===== src/rtl/bus_arbiter.sv =====
// Two-source, two-destination byte bus arbiter with valid/ready hold stage and transfer counter.
// Define BUS_ARB_RR_EN for round-robin contention; otherwise requester 1 has fixed priority.
module bus_arbiter (
    input  logic       clk,
    input  logic       rst,
    input  logic       req1,
    input  logic       req2,
    input  logic       dst1,
    input  logic       dst2,
    input  logic [7:0] data1,
    input  logic [7:0] data2,
    input  logic       rdy_z1,
    input  logic       rdy_z2,
    output logic       gnt1,
    output logic       gnt2,
    output logic [1:0] sel,
    output logic [7:0] z1,
    output logic [7:0] z2,
    output logic       vld_z1,
    output logic       vld_z2,
    output logic [7:0] xfer_cnt
);

    typedef enum logic {IDLE, BUSY} state_t;

    state_t     state_q, state_d;
    logic [7:0] hold_q, hold_d;
    logic       hdst_q, hdst_d;
    logic       hsrc_q, hsrc_d;
    logic [7:0] cnt_q, cnt_d;
`ifdef BUS_ARB_RR_EN
    // 1 = source 1 won last; resets to source 2 so requester 1 wins first.
    logic       last_q, last_d;
`endif

    logic rdy_sel;
    logic acc;
    logic pick1;
    logic win1;
    logic win2;

    always_comb begin
        rdy_sel = hdst_q ? rdy_z1 : rdy_z2;
        acc     = (state_q == IDLE) || ((state_q == BUSY) && rdy_sel);
`ifdef BUS_ARB_RR_EN
        pick1   = !last_q;
`else
        pick1   = 1'b1;
`endif
        win1    = req1 && (!req2 || pick1);
        win2    = req2 && !win1;
        gnt1    = !rst && acc && win1;
        gnt2    = !rst && acc && win2;

        state_d = state_q;
        hold_d  = hold_q;
        hdst_d  = hdst_q;
        hsrc_d  = hsrc_q;
        cnt_d   = cnt_q;
`ifdef BUS_ARB_RR_EN
        last_d  = last_q;
`endif

        if ((state_q == BUSY) && rdy_sel) begin
            cnt_d   = cnt_q + 8'd1;
            state_d = IDLE;
        end

        // A capture in the completion cycle overrides the return to IDLE.
        if (gnt1 || gnt2) begin
            hold_d  = gnt1 ? data1 : data2;
            hdst_d  = gnt1 ? dst1 : dst2;
            hsrc_d  = gnt1;
            state_d = BUSY;
`ifdef BUS_ARB_RR_EN
            last_d  = gnt1;
`endif
        end
    end

    always_ff @(posedge clk) begin
        if (rst) begin
            state_q <= IDLE;
            hold_q  <= 8'd0;
            hdst_q  <= 1'b0;
            hsrc_q  <= 1'b0;
            cnt_q   <= 8'd0;
`ifdef BUS_ARB_RR_EN
            last_q  <= 1'b0;
`endif
        end else begin
            state_q <= state_d;
            hold_q  <= hold_d;
            hdst_q  <= hdst_d;
            hsrc_q  <= hsrc_d;
            cnt_q   <= cnt_d;
`ifdef BUS_ARB_RR_EN
            last_q  <= last_d;
`endif
        end
    end

    // sel only changes on capture, so it naturally holds its last value in IDLE.
    assign sel      = {hdst_q, hsrc_q};
    assign vld_z1   = (state_q == BUSY) && hdst_q;
    assign vld_z2   = (state_q == BUSY) && !hdst_q;
    assign z1       = vld_z1 ? hold_q : 8'd0;
    assign z2       = vld_z2 ? hold_q : 8'd0;
    assign xfer_cnt = cnt_q;

endmodule


===== config.mk =====
export PLATFORM = sky130hd
export DESIGN_NAME = bus_arbiter
export DESIGN_NICKNAME = d
export VERILOG_FILES = /design/src/rtl/bus_arbiter.sv
export SDC_FILE = /design/constraint.sdc
export NUM_CORES = 1
export LEC_CHECK = 0
export CELL_PAD_IN_SITES_DETAIL_PLACEMENT = 0
export CELL_PAD_IN_SITES_GLOBAL_PLACEMENT = 1
export CORE_ASPECT_RATIO = 0.75
export CORE_MARGIN = 2
export CORE_UTILIZATION = 28
export DETAILED_ROUTE_END_ITERATION = 10
export GPL_ROUTABILITY_DRIVEN = 0
export GPL_TIMING_DRIVEN = 0
export PLACE_DENSITY = 0.86
export SETUP_SLACK_MARGIN = 0.2
export SYNTH_ARGS = -nofsm -noshare
export SYNTH_HDL_FRONTEND = slang
export SYNTH_SLANG_ARGS = --single-unit
export TNS_END_PERCENT = 1

===== constraint.sdc =====
create_clock -name clk -period 1.9 [get_ports clk]
set_input_delay 0.19 -clock clk [delete_from_list [all_inputs] [get_ports clk]]
set_output_delay 0.19 -clock clk [all_outputs]
set_load 0.1 [all_outputs]

# Yosys cells after proc, flatten, opt, wreduce, memory -nomap -nowiden
# Cells that the tools add are included.
# Widths: inputs -> output; s select.
[op_classes]
n_bitwise = 1
addsub = 1
n_mux = 7
n_reduce_logical = 13
[op_table]
columns = ["cell", "count"]
rows = [
  ["$mux 8", 3],
  ["$add 8x1->8 const B", 1],
  ["$logic_and 1x1->1", 7],
  ["$mux 1", 4],
  ["$logic_not 1->1", 3],
  ["$logic_or 1x1->1", 2],
  ["$reduce_bool 2->1", 1],
  ["$not 1->1", 1],
]
[word_totals]
elab_cells = 27
register_bits = 19
out_inout_bits = 30
inputBits = 24

# Depth between registers and ports, before layout
[logic_depth]
depth_word = 7
mapped_depth = 5
depth_no_buf = 4

# Worst setup path before layout
# OpenSTA, ideal clock, no wires.
[synth_path]
kind = "register to output"
start = "register state_q"
end = "output port z2[7]"
t_arrival_ns = 2.857
path_stages_with_launch = 5
required_ns = 1.710
path_buffers = 1
setup_slack_ns = -1.147
cell_sequence = "dfxtp_1 inv_1 clkbuf_1 nor2_1 and2_1"
[synth_via]
elab_chain_len = 2
[synth_rtl]
columns = ["element", "line_no", "text"]
rows = [
  ["start: declaration", "26", "state_t state_q, state_d;"],
  ["start signal: assignment", "92", "state_q <= state_d;"],
  ["$logic_and 1x1->1", "106", "assign vld_z2 = (state_q == BUSY) && !hdst_q;"],
  ["net vld_z2", "20", "output logic vld_z2,"],
  ["$mux 8", "108", "assign z2 = vld_z2 ? hold_q : 8'd0;"],
  ["end: declaration", "18", "output logic [7:0] z2,"],
]
# The timed path passes the listed nets, and every way through them passes these cells.

# Worst setup path in the final report
[layout_path]
start = "register state_q"
end = "output port z1[3]"
[layout_via]
elab_chain_len = 2
[layout_rtl]
columns = ["element", "line_no", "text"]
rows = [
  ["$logic_and 1x1->1", "105", "assign vld_z1 = (state_q == BUSY) && hdst_q;"],
  ["$mux 8", "107", "assign z1 = vld_z1 ? hold_q : 8'd0;"],
  ["end: declaration", "17", "output logic [7:0] z1,"],
]
# Every way passes these cells.

==> flow_metrics.tcl <==
set metrics [dict create \
    status "finished clean" \
    area.growth.synth_to_final_pct 73.83 \
    place_ws_ps -1048 \
    vias_per_cell 5.050 \
    final_hold_viol_count 0 \
    finalCritPeriodShare_pct 88.62 \
    wl_per_cell_um 14.66 \
    grt_remaining_overflow 0 \
    cts.path.max_buffers 2 \
    die_h_um 59.44 \
    arrival_ps 1490 \
    maxCapViolCount 0 \
    grt_max_degree 12 \
    min_period_ps 1684 \
    ir_drop_v 0.0005608 \
    initialDrtViolationCount 48 \
    ys_warn_count 0 \
    synthesis.area_um2 1147 \
    worst_slew_pin_slew_ps 952.2 \
    cts_max_level 1 \
    power_density_nw_per_um2 625.5 \
    start_util_pct 28.66 \
    hp-start "rst" \
    cts_made_buffers 3 \
    ys_seq_elements 19 \
    clk_latency_ps 260 \
    synth_cell_type_count 30 \
    max-slew-margin-rel_pct 36.78 \
    antenna_cells 0 \
    finalInstanceArea_um2 1994 \
    r2r_start "hdst_q" \
    start_kind "register" \
    synthCells 146 \
    avgSynthCellArea_um2 7.859 \
    antenna_found_initial 0 \
    grt_use_total_pct 17.27 \
    critPathMaxFanout 10 \
    drive_above_1_share_pct 34.47 \
    dieArea_um2 4631 \
    clkSinkCount 19 \
    dp_hpwl_um 2747 \
    startpoint "state_q" \
    setup_viol 0 \
    p_leak_uw 0.0008352 \
    drc 0 \
    cp-end-kind "primary output" \
    coreArea_um2 4004 \
    drt_wl_total_um 3826 \
    holdCritPathClass "primary input to register" \
    path_clk_slew_ps 80 \
    cp.required_ps 1710 \
    cts-root-buf "clkbuf_8" \
    rsz0062_at_grt "yes" \
    port_buffers 53 \
    fin_ws_ps 216.2 \
    drv_slew 0 \
    dpl_cell_area_um2 1857 \
    grt_pass1_vias 1165 \
    drt_first_pass_iters 4 \
    dieWidth_um 77.92 \
    fillers 404 \
    syn_nets 171 \
    yosysSeqAreaShare_pct 33.15 \
    finClkSkew_ps 2.878 \
    path_class "register to primary output" \
    route.vias.total 1318 \
    cts_tree "built" \
    ant_nets 0 \
    ios 54 \
    grt_pass1_wl_um 6189 \
    core.rowCount 20 \
    finalPower_uw 1247 \
    timing.fmax_ghz 0.5939 \
    fin_nets 232 \
]
## final timing paths
kind         slack (ps)          end  depth (start not counted)
min                 300    hold_q[7]                          3
max                 220        z1[3]                          4
min reg2reg         500  xfer_cnt[6]                          2
max reg2reg         240  xfer_cnt[5]                          6
## where the power goes
group	switching, uW	internal (uW)	total, uW
clock	145	146	291
combinational	342	171	513
sequential	19.2	424	443
total	506	741	1250
## cell usage in the layout (no fill, tap or decap), types with 2 or more instances in the layout
master           instances
a2111oi_1                3
nand3_1                  5
clkbuf_8                 5
nand4_1                  2
dfxtp_1                 14
or3_1                    2
nor3_1                   2
nor2b_1                  2
mux2_2                   3
dlymetal6s2s_1           3
clkdlybuf4s15_2          3
dfxtp_2                  5
clkdlybuf4s50_1         20
buf_4                   18
o31ai_1                  3
o21ai_0                  4
a2111oi_0                6
nand2b_1                 9
inv_1                   12
or4_1                    3
and3_2                   2
nor2_1                   4
a211oi_1                 7
clkbuf_2                 3
nor3_4                   7
a21oi_1                 16
buf_6                   12
and3_1                   6
dlygate4sd2_1            4
## cell usage after synthesis
cell type	instances	area share (%)
nor2b_1	2	1.1
o21ai_0	5	2.2
and2_1	2	1.1
and3_1	8	4.4
buf_2	3	1.3
o31ai_1	3	2.0
a21oi_1	17	7.4
nor2_1	5	1.6
a211o_1	1	0.76
dfxtp_1	19	33
a31o_2	1	0.76
inv_1	12	3.9
nor3b_1	1	0.65
nand4_1	2	1.1
o211a_1	1	0.87
or2_2	1	0.55
nor4b_1	1	0.76
a2111oi_0	9	6.9
clkbuf_1	8	2.6
a211oi_1	7	4.6
or3_1	2	1.1
nor3_1	9	3.9
mux2i_1	1	0.87
nand2b_1	9	4.9
buf_4	4	2.6
ha_1	1	1.1
or4_1	3	2.0
or3b_2	1	0.76
nand3_1	5	2.2
mux2_2	3	2.9
## metrics by stage
stage | setup TNS (ps) | instances | hold WS, ps | utilization [%]
floorplan | -209.3 | 146 | 337.4 | -
global placement | -14490 | 254 | 481.4 | 46.38
CTS | -36.20 | 258 | 495.6 | 48.28
detailed placement | -15030 | 254 | 489.2 | 46.38
finish | 0 | 261 | 302.8 | 49.81
global route | 0 | 261 | 322.2 | 49.81
## area by class of cell
class,instances,area [um^2],area share [%]
Clock inverter,1,5.005,0.2509
Tap cell,55,68.82,3.450
Multi-Input combinational cell,100,767.0,38.46
Timing Repair Buffer,56,561.8,28.17
Inverter,12,45.04,2.258
Sequential cell,19,386.6,19.39
Buffer,15,118.9,5.960
Clock buffer,3,41.29,2.070
## worst max-delay path: stages, from the launching register on
cell and delay [ps]:
dfxtp_2 390, buf_4 210, clkbuf_4 210, and3_1 190
buf_6 230
## cell families after synthesis
logic type | Yosys count | synth area share (%)
mux | 4 | 3.817
compound gates | 44 | 25.41
fa+ha+maj | 1 | 1.090
simple gates | 51 | 26.06
flops | 19 | 33.15
buf+inv | 27 | 10.47
## state kept, by name (all words and copies together) (netlist names)
register  count
hdst_q        1
hold_q        8
hsrc_q        1
state_q       1
xfer_cnt      8
## timing repair
action | CTS | global route
hold endpoints to repair | 0 | 0
setup endpoints to repair | 38 | 32
buffers inserted | 0 | 3
hold buffers | 0 | 0
pin swaps | 0 | 0
gates resized for setup | 168 | 13
## layer usage
layer  wire [um]  up-vias  track usage (%)
met5           0        -                0
met4          13        0            3.008
met3         237        2            4.268
met2        1697       48            25.37
met1        1878      608            25.81
li1            -      660                -
Note: power is estimated with default switching activity, not from simulation.
